===== src/rtl/runner_session_ctrl.sv =====
// Runner session controller: tick generation, sample strobing, alarm and session FSM.
// Optional auto-pause on sustained zero steps: define RUNNER_AUTO_PAUSE_EN.
module runner_session_ctrl #(
    parameter int unsigned TICK_DIV      = 100000000,
    parameter int unsigned MAX_SESSION_S = 255,
    parameter int unsigned EMERG_LIMIT   = 3,
    parameter int unsigned IDLE_TICKS    = 5
) (
    input  logic       clk,
    input  logic       rst,
    input  logic       start,
    input  logic       stop_req,
    input  logic       pause_req,
    input  logic       resume_req,
    input  logic       sensor_valid,
    output logic       sensor_ready,
    input  logic [7:0] sensor_hr,
    input  logic [1:0] sensor_sps,
    output logic       calc_rst,
    output logic       calc_valid,
    output logic [7:0] calc_hr,
    output logic [1:0] calc_sps,
    input  logic [1:0] calc_class,
    output logic [2:0] state,
    output logic [7:0] ticks,
    output logic       alarm,
    output logic       session_done
);

    localparam int unsigned CW = (TICK_DIV > 1) ? $clog2(TICK_DIV) : 1;
    localparam logic [CW-1:0] TC_LAST = CW'(TICK_DIV - 1);
    localparam logic [7:0] TICKS_MAX = 8'(MAX_SESSION_S);
    localparam logic [3:0] EMERG_MAX = 4'(EMERG_LIMIT);

    typedef enum logic [2:0] {
        S_IDLE  = 3'd0,
        S_RUN   = 3'd1,
        S_PAUSE = 3'd2,
        S_ALARM = 3'd3,
        S_DONE  = 3'd4
    } state_t;

    state_t        st;
    logic [CW-1:0] tick_cnt;
    logic [7:0]    hold_hr;
    logic [1:0]    hold_sps;
    logic          fresh;
    logic          sample_q;
    logic [3:0]    emerg;
    logic          running;
    logic          tick;
    logic          xfer;

    assign running = (st == S_RUN);
    assign tick    = running && (tick_cnt == TC_LAST);
    assign xfer    = sensor_valid && sensor_ready;
    assign state   = st;

`ifdef RUNNER_AUTO_PAUSE_EN
    localparam logic [7:0] IDLE_LIM = 8'(IDLE_TICKS);

    logic [7:0] zero_cnt;
    logic       auto_paused;

    assign sensor_ready = running || (st == S_PAUSE && auto_paused);
`else
    assign sensor_ready = running;

    // Without auto-pause the zero-step threshold has no effect.
    if (IDLE_TICKS > 255) begin : g_idle_unused
    end
`endif

    always_ff @(posedge clk) begin
        if (rst) begin
            st           <= S_IDLE;
            tick_cnt     <= '0;
            hold_hr      <= '0;
            hold_sps     <= '0;
            fresh        <= 1'b0;
            sample_q     <= 1'b0;
            emerg        <= '0;
            calc_rst     <= 1'b0;
            calc_valid   <= 1'b0;
            calc_hr      <= '0;
            calc_sps     <= '0;
            ticks        <= '0;
            alarm        <= 1'b0;
            session_done <= 1'b0;
`ifdef RUNNER_AUTO_PAUSE_EN
            zero_cnt     <= '0;
            auto_paused  <= 1'b0;
`endif
        end else begin
            calc_rst   <= 1'b0;
            calc_valid <= tick;
            sample_q   <= calc_valid;

            if (running) begin
                tick_cnt <= tick ? '0 : tick_cnt + CW'(1);
            end

            if (xfer) begin
                hold_hr  <= sensor_hr;
                hold_sps <= sensor_sps;
                fresh    <= 1'b1;
            end

            // A transfer landing in the tick cycle rides on this strobe.
            if (tick) begin
                calc_hr  <= xfer ? sensor_hr : hold_hr;
                calc_sps <= xfer ? sensor_sps : (fresh ? hold_sps : 2'd0);
                fresh    <= 1'b0;
            end

            if (calc_valid && ticks != TICKS_MAX) begin
                ticks <= ticks + 8'd1;
            end

            if (sample_q) begin
                if (calc_class == 2'b10) begin
                    emerg <= (emerg == 4'hf) ? emerg : emerg + 4'd1;
                end else begin
                    emerg <= '0;
                end
            end

`ifdef RUNNER_AUTO_PAUSE_EN
            if (calc_valid) begin
                if (calc_sps == 2'd0) begin
                    zero_cnt <= (zero_cnt == 8'hff) ? zero_cnt : zero_cnt + 8'd1;
                end else begin
                    zero_cnt <= '0;
                end
            end
`endif

            unique case (st)
                S_IDLE, S_DONE: begin
                    if (start) begin
                        st           <= S_RUN;
                        calc_rst     <= 1'b1;
                        tick_cnt     <= '0;
                        hold_hr      <= '0;
                        hold_sps     <= '0;
                        fresh        <= 1'b0;
                        sample_q     <= 1'b0;
                        emerg        <= '0;
                        calc_valid   <= 1'b0;
                        calc_hr      <= '0;
                        calc_sps     <= '0;
                        ticks        <= '0;
                        alarm        <= 1'b0;
                        session_done <= 1'b0;
`ifdef RUNNER_AUTO_PAUSE_EN
                        zero_cnt     <= '0;
                        auto_paused  <= 1'b0;
`endif
                    end
                end
                S_RUN: begin
                    if (stop_req) begin
                        st           <= S_DONE;
                        session_done <= 1'b1;
                    end else if (pause_req) begin
                        st <= S_PAUSE;
                    end else if (emerg == EMERG_MAX) begin
                        st    <= S_ALARM;
                        alarm <= 1'b1;
                    end else if (ticks == TICKS_MAX) begin
                        st           <= S_DONE;
                        session_done <= 1'b1;
`ifdef RUNNER_AUTO_PAUSE_EN
                    end else if (zero_cnt == IDLE_LIM) begin
                        st          <= S_PAUSE;
                        auto_paused <= 1'b1;
                        zero_cnt    <= '0;
`endif
                    end
                end
                S_PAUSE: begin
                    if (stop_req) begin
                        st           <= S_DONE;
                        session_done <= 1'b1;
                    end else if (resume_req) begin
                        st <= S_RUN;
`ifdef RUNNER_AUTO_PAUSE_EN
                        auto_paused <= 1'b0;
                        zero_cnt    <= '0;
                    end else if (auto_paused && xfer && sensor_sps != 2'd0) begin
                        st          <= S_RUN;
                        auto_paused <= 1'b0;
                        zero_cnt    <= '0;
`endif
                    end
                end
                S_ALARM: begin
                    if (stop_req) begin
                        st           <= S_DONE;
                        session_done <= 1'b1;
                    end
                end
                default: st <= S_IDLE;
            endcase
        end
    end

endmodule


===== config.mk =====
export PLATFORM = sky130hd
export DESIGN_NAME = runner_session_ctrl
export DESIGN_NICKNAME = d
export VERILOG_FILES = /design/src/rtl/runner_session_ctrl.sv
export SDC_FILE = /design/constraint.sdc
export NUM_CORES = 1
export LEC_CHECK = 0
export ABC_CLOCK_PERIOD_IN_PS = 6300
export CAP_MARGIN = 25
export CORE_MARGIN = 5
export CORE_UTILIZATION = 40
export DETAILED_ROUTE_END_ITERATION = 12
export PLACE_DENSITY = 0.62
export SLEW_MARGIN = 30
export SYNTH_ARGS = -nofsm -noshare
export SYNTH_HDL_FRONTEND = slang
export SYNTH_SLANG_ARGS = --single-unit

===== constraint.sdc =====
create_clock -name clk -period 6.3 [get_ports clk]
set_input_delay 1.26 -clock clk [delete_from_list [all_inputs] [get_ports clk]]
set_output_delay 1.26 -clock clk [all_outputs]
set_load 0.03 [all_outputs]

# ---- Word level (Yosys, flattened, before mapping)
# Cells that the tools add are included.
dict set report classes {
  eq_ne 21
  reduce_logical 12
  addsub 3
  mux 55
  bitwise 1
}
# operator n
set op_table {}
lappend op_table {{$mux 27} 4}
lappend op_table {{$mux 8} 9}
lappend op_table {{$add 27x1->27 const B} 1}
lappend op_table {{$eq 27x27->1 const B} 1}
lappend op_table {{$mux 3} 8}
lappend op_table {{$mux 4} 5}
lappend op_table {{$mux 1} 18}
lappend op_table {{$mux 2} 8}
lappend op_table {{$pmux 3 s4} 1}
lappend op_table {{$ne 3x3->1 const B} 3}
lappend op_table {{$add 8x1->8 const B} 1}
lappend op_table {{$eq 8x8->1 const B} 1}
lappend op_table {{$ne 2x2->1 const B} 4}
lappend op_table {{$ne 8x8->1 const B} 1}
lappend op_table {{$eq 3x2->1 const B} 2}
lappend op_table {{$reduce_and 6->1} 1}
lappend op_table {{$reduce_or 2->1} 3}
lappend op_table {{$ne 5x3->1 const B} 1}
lappend op_table {{$reduce_and 5->1} 1}
lappend op_table {{$add 4x1->4 const B} 1}
lappend op_table {{$eq 4x2->1 const B} 1}
lappend op_table {{$eq 4x4->1 const B} 1}
lappend op_table {{$ne 2x1->1 const B} 2}
lappend op_table {{$reduce_and 4->1} 1}
lappend op_table {{other kinds (11)} 13}
dict set report word_totals {
  register_bits 68
  elab_cells 106
  in_bits 19
  out_inout_bits 26
}

# ---- Longest topological paths before layout
# Gate-level depths: netlist of run 1.
dict set report logic_depth {
  depth_word 6
  ltp_mapped 8
  mapped_depth_nobuf 6
}

# ---- Worst setup path before layout of run 1
# OpenSTA, ideal clock, no wires.
dict set report synth_path {
  kind {register to output}
  startpoint {register st[0], in the netlist state[0]}
  endpoint {output port sensor_ready}
  slack_ns 3.904
  path_buffers 0
  t_arrival_ns 1.136
  stages_incl_launch_ff 3
  t_required_ns 5.040
  cell_sequence {dfxtp_1 or3b_4 inv_6}
}
dict set report synth_via {
  elab_chain_len 1
}
# element line_no
set synth_rtl {}
lappend synth_rtl {{start: declaration} 43} ;# state_t st;
lappend synth_rtl {{start signal: assignment} 76} ;# st <= S_IDLE;
lappend synth_rtl {{start signal: assignment} 141} ;# st <= S_RUN;
lappend synth_rtl {{start signal: assignment} 163} ;# st <= S_DONE;
lappend synth_rtl {{$eq 3x1->1} 54} ;# assign running = (st == S_RUN);
lappend synth_rtl {{end: declaration} 16} ;# output logic sensor_ready,
# No other way between the ends.

# ---- Worst setup path after layout of run 1
# Same ends and word-level chain as after synthesis.

==> results.json, run 1 <==
{
  "max-cap-violations": 0,
  "synth.avg_cell_area_um2": 8.41,
  "hold_ws_ns": 0.451,
  "synth_most_common_cell": "dfxtp_1",
  "htree_levels": 3,
  "worstPathMaxFanout": 13,
  "final.setup.worst_slack_ns": 2.99,
  "overflow": 0,
  "yosysWarnings": 0,
  "ctsHoldBuffers": 0,
  "netlist_top_cells_count": "68 x dfxtp_1, 57 x nand2_1, 44 x nor2_1, 25 x a21oi_1, 24 x nand3_1",
  "grt_pass1_wl_um": 10300,
  "placed_cell_area_um2": 3440,
  "fin_worst_skew_ns": 0.0103,
  "gr-usage-all-layers_pct": 14.5,
  "finalSetupViolations": 0,
  "yosys_most_used_dff": "dfxtp_1",
  "p_sw_share_pct": 23.9,
  "path_class": "register to output port",
  "final_nets": 413,
  "synth.largest_area_cell": "dfxtp_1",
  "leakagePower_nw": 1.23,
  "synth_edf_count": 0,
  "cts_buffers": 9,
  "grt_max_degree": 39,
  "end_kind": "output port",
  "clock_power_share_pct": 41.0,
  "worst_pin_slew_ns": 0.836,
  "final_cell_area_um2": 3630,
  "stdcell_count": 495,
  "drc": 0,
  "maxSlewViolCount": 0,
  "postSynthCellCount": 348,
  "status": "completed",
  "routed_via_density": 5.00,
  "diodes": 0,
  "async_flop_share_pct": 0,
  "fin_crit_ns": 3.31,
  "grt_setup_unrepaired": "no",
  "cts.sinks": 68,
  "p_switching_mw": 0.199,
  "antenna_left": 0,
  "ir_drop_uv": 114,
  "seq_power_share_pct": 52.3,
  "crit_path_start": "state[0]",
  "synth_seq_area_share_pct": 46.5,
  "worstSkewPairLatency_ns": 0.34,
  "row_count": 31,
  "fin_util_pct": 50.6,
  "crit_path_start_kind": "register",
  "power.density_nw_per_um2": 230,
  "initial_core_util_pct": 40.8,
  "p_total_mw": 0.836,
  "root_buffer": "clkbuf_8",
  "drt_iter0_drc": 99,
  "post-route-period-util_pct": 52.6,
  "finalHoldViolations": 0,
  "cts.reportedPaths.clkPinSlew_ns": 0.07,
  "place_ws_ns": 3.29,
  "port_buffers": 44,
  "grt_pass1_vias": 2205,
  "dp_hpwl_um": 4290,
  "io_pins": 45,
  "yosysTopAreaCellShare_pct": 46.5,
  "drive_gt1_share_pct": 6.31,
  "syn_area_um2": 2930,
  "wl_per_cell_um": 12.5,
  "nFillCells": 693,
  "gp_congestion": 0.813,
  "dieArea_um2": 9130,
  "ys_types": 44,
  "slew_headroom_pct": 43.7,
  "core_area_um2": 7180,
  "combPwrFrac_pct": 6.7,
  "worstPathRequired_ns": 5.04,
  "rr_startpoint": "state[0]",
  "worst_ep_arrival_time_ns": 2.05,
  "hp-start": "session_done",
  "worst_hold_path_type": "register to register",
  "vias": 2474,
  "fin_setup_tns_ns": 0,
  "drtPass1Iterations": 4,
  "yosys_register_bits": 68,
  "syn2layout_area_growth_pct": 24.0,
  "p_int_mw": 0.636,
  "die_y_um": 95.5,
  "dp_cells": 479,
  "die_w_um": 95.5,
  "fmax_mhz": 302,
  "netlist_top_cells_area": "dfxtp_1 47%, nand2_1 7.3%, xor2_1 6.6%",
  "postCtsSetupBuffers": 0,
  "syn_nets": 370,
  "wl_um": 6200,
  "tritoncts": "done",
  "clockBufferDepth": 2,
  "antenna_found_initial": 0,
  "post_cts_resized": 0
}
[state kept, by name, indices dropped and copies added, names as in the netlist, 2 cells and up]
signal / cells
state: 3
calc_hr: 8
hold_sps: 2
tick_cnt: 27
emerg: 4
calc_sps: 2
hold_hr: 8
ticks: 8
[critical path: stages, from the launching register on]
cell             delay, ns
dfxtp_1               0.42
or3b_4                0.50
inv_6                 0.12
clkdlybuf4s50_1       0.67
[kinds of logic after synthesis]
group                    share of synthesized area [%]
adder cells (fa/ha/maj)                           1.28
AND/OR/NAND/NOR                                   28.9
flip-flops                                        46.5
buffers and inverters                             3.29
XOR/XNOR                                          8.98
AO/OA/AOI/OAI                                     11.1
[layer usage]
layer  share of wire, %  track usage, %
met5                  0               0
met4                1.6            6.64
met3                7.4            4.66
met2                 44            21.8
met1                 47            18.9
[power groups by stage]
stage	clock network, mW	registers (mW)	logic [mW]
2_1_floorplan	0	0.450	0.0293
3_3_place_gp	0	0.447	0.0560
3_5_place_dp	0	0.447	0.0561
4_1_cts	0.353	0.437	0.0564
5_1_grt	0.378	0.438	0.0613
6_report	0.343	0.437	0.0558
[area by class of cell]
type / instances / area, µm² / share of cell area (%)
well taps: 99 / 124 / 3.41
inverters: 6 / 27.5 / 0.759
repair buffers: 46 / 455 / 12.6
clock buffers: 9 / 124 / 3.41
multi-input cells: 260 / 1470 / 40.5
flip-flops and latches: 68 / 1360 / 37.5
clock inverters: 7 / 67.6 / 1.86
[cell usage in the layout (no fill, tap or decap), drive strengths merged, types with 8 or more instances in the layout]
cell,n
a211o,8
nand2,57
clkbuf,9
dfxtp,68
nand3,24
a21oi,25
clkdlybuf4s50,44
nand4,14
xnor2,8
xor2,22
nor2,44
[path summary, 6_finish.rpt]
check	cells past startpoint	slack, ns	end
worst max-delay path	3	2.99	sensor_ready
worst min-delay path	2	0.45	session_done
worst max register to register	6	3.31	tick_cnt[20]
worst min register to register	2	0.45	session_done
Note: power is estimated with default switching activity, not from simulation.
==> run 2: changes to the inputs <==
--- a/config.mk
+++ b/config.mk
@@ -5,12 +5,12 @@
 export SDC_FILE = /design/constraint.sdc
 export NUM_CORES = 1
 export LEC_CHECK = 0
-export ABC_CLOCK_PERIOD_IN_PS = 6300
+export ABC_CLOCK_PERIOD_IN_PS = 2790
 export CAP_MARGIN = 25
 export CORE_MARGIN = 5
 export CORE_UTILIZATION = 40
 export DETAILED_ROUTE_END_ITERATION = 12
-export PLACE_DENSITY = 0.62
+export PLACE_DENSITY = 0.65
 export SLEW_MARGIN = 30
 export SYNTH_ARGS = -nofsm -noshare
 export SYNTH_HDL_FRONTEND = slang
==> constraint.sdc (replaced) <==
create_clock -name clk -period 2.79 [get_ports clk]
set_input_delay 0.558 -clock clk [delete_from_list [all_inputs] [get_ports clk]]
set_output_delay 0.558 -clock clk [all_outputs]
set_load 0.03 [all_outputs]
==> run 2 against run 1 <==
Compared with the run above:
- worst hold slack got worse by 0.0045 ns
- design area up 1.8%
- critical path depth did not move
==> results.json, run 2 (synthesized netlist as in run 1, its figures left out) <==
{
  "status": "completed",
  "wl_per_cell_um": 12.8,
  "cts.sinks": 68,
  "final_nets": 417,
  "worst_hold_path_type": "register to register",
  "io_pins": 45,
  "top_register": "tick_cnt",
  "drt_iter0_drc": 102,
  "max-cap-violations": 0,
  "final_cell_mix": "68 x dfxtp_1, 57 x nand2_1, 44 x nor2_1, 44 x clkdlybuf4s50_1, 25 x a21oi_1",
  "grt_max_degree": 32,
  "gr-usage-all-layers_pct": 15.2,
  "crit_path_top_delay_cell": "clkdlybuf4s50_1",
  "placed_cell_area_um2": 3480,
  "htree_levels": 3,
  "routed_via_density": 5.06,
  "fin_setup_tns_ns": 0,
  "ir_drop_uv": 246,
  "largest_reg_flops": 27,
  "fmax_mhz": 380,
  "post_cts_resized": 0,
  "postCtsSetupBuffers": 0,
  "worst_ep_arrival_time_ns": 2.07,
  "drive_gt1_share_pct": 6.77,
  "worstPathRequired_ns": 2.23,
  "worstPathMaxFanout": 13,
  "cpPeakStageDelay_ns": 0.69,
  "port_buffers": 44,
  "hold_ws_ns": 0.446,
  "nFillCells": 683,
  "grt_setup_unrepaired": "no",
  "post-route-period-util_pct": 94.2,
  "gp_congestion": 0.779,
  "crit_chain": "or3b_4, inv_6, clkdlybuf4s50_1",
  "drc": 0,
  "grt_pass1_vias": 2388,
  "syn2layout_area_growth_pct": 26.3,
  "die_y_um": 95.5,
  "r2r_cells": 7,
  "row_count": 31,
  "hold_path_depth": 2,
  "worstSkewPairLatency_ns": 0.34,
  "fin_util_pct": 51.5,
  "overflow": 0,
  "root_buffer": "clkbuf_8",
  "leakagePower_nw": 1.27,
  "stdcell_count": 498,
  "antenna_left": 0,
  "seqCellArea_um2": 1360,
  "vias": 2522,
  "crit_path_start_kind": "register",
  "maxSlewViolCount": 0,
  "tritoncts": "done",
  "fin_worst_skew_ns": 0.00897,
  "cts.reportedPaths.clkPinSlew_ns": 0.07,
  "dp_hpwl_um": 4400,
  "antenna_found_initial": 0,
  "worst_pin_slew_ns": 0.787,
  "slew_headroom_pct": 47.1,
  "wl_um": 6380,
  "layout_commonest_cell": "dfxtp_1",
  "grt_pass1_wl_um": 10800,
  "dp_cells": 483,
  "end_kind": "output port",
  "core_area_um2": 7180,
  "power.density_nw_per_um2": 543,
  "multiInputGateArea_um2": 1470,
  "cts_buffers": 9,
  "drtPass1Iterations": 4,
  "initial_core_util_pct": 40.8,
  "diodes": 0,
  "finalSetupViolations": 0,
  "die_w_um": 95.5,
  "clockBufferDepth": 2,
  "ctsHoldBuffers": 0,
  "final_cell_area_um2": 3690,
  "fin_crit_ns": 2.63,
  "path_class": "register to output port",
  "finalHoldViolations": 0,
  "dieArea_um2": 9130
}
[run 2: metrics by stage]
stage / worst slack (ns) / total power [mW]
finish: 0.162 / 2.00
global placement: 0.528 / 1.14
detailed placement: 0.481 / 1.14
floorplan: 0.492 / 1.08
CTS: 0.139 / 2.04
global route: 0.0851 / 2.09
[run 2: worst max-delay path, delay by kind of cell, from the launching register on]
kind	cells	cell delay (ns)
AND/OR/NAND/NOR	1	0.50
flip-flops	1	0.42
buffers and inverters	2	0.81
[run 2: cell type report]
type	instances	area share, %
clock inverters	4	2.00
inverters	6	0.745
well taps	99	3.35
multi-input cells	260	39.8
clock buffers	11	3.83
repair buffers	50	13.5
flip-flops and latches	68	36.8
[run 2: layer usage]
metal	GRT usage, %	routed length (µm)	part of all wire, %	up-vias
li1	-	-	-	1309
met1	17.7	3000	47	1162
met2	25.7	2990	47	40
met3	4.50	273	4.3	11
met4	6.75	121	1.9	0
met5	0	0	0	-
[run 2: power breakdown]
part	switching (mW)	internal, mW	total (mW)
Combinational	0.0774	0.0549	0.132
Clock	0.362	0.523	0.885
Sequential	0.00751	0.979	0.987
[run 2: path summary, 6_finish.rpt]
kind,from,to,slack (ns)
worst max-delay path,state[0],sensor_ready,0.16
worst min register to register,session_done,session_done,0.45
worst max register to register,state[0],calc_sps[1],0.45
worst min-delay path,session_done,session_done,0.45
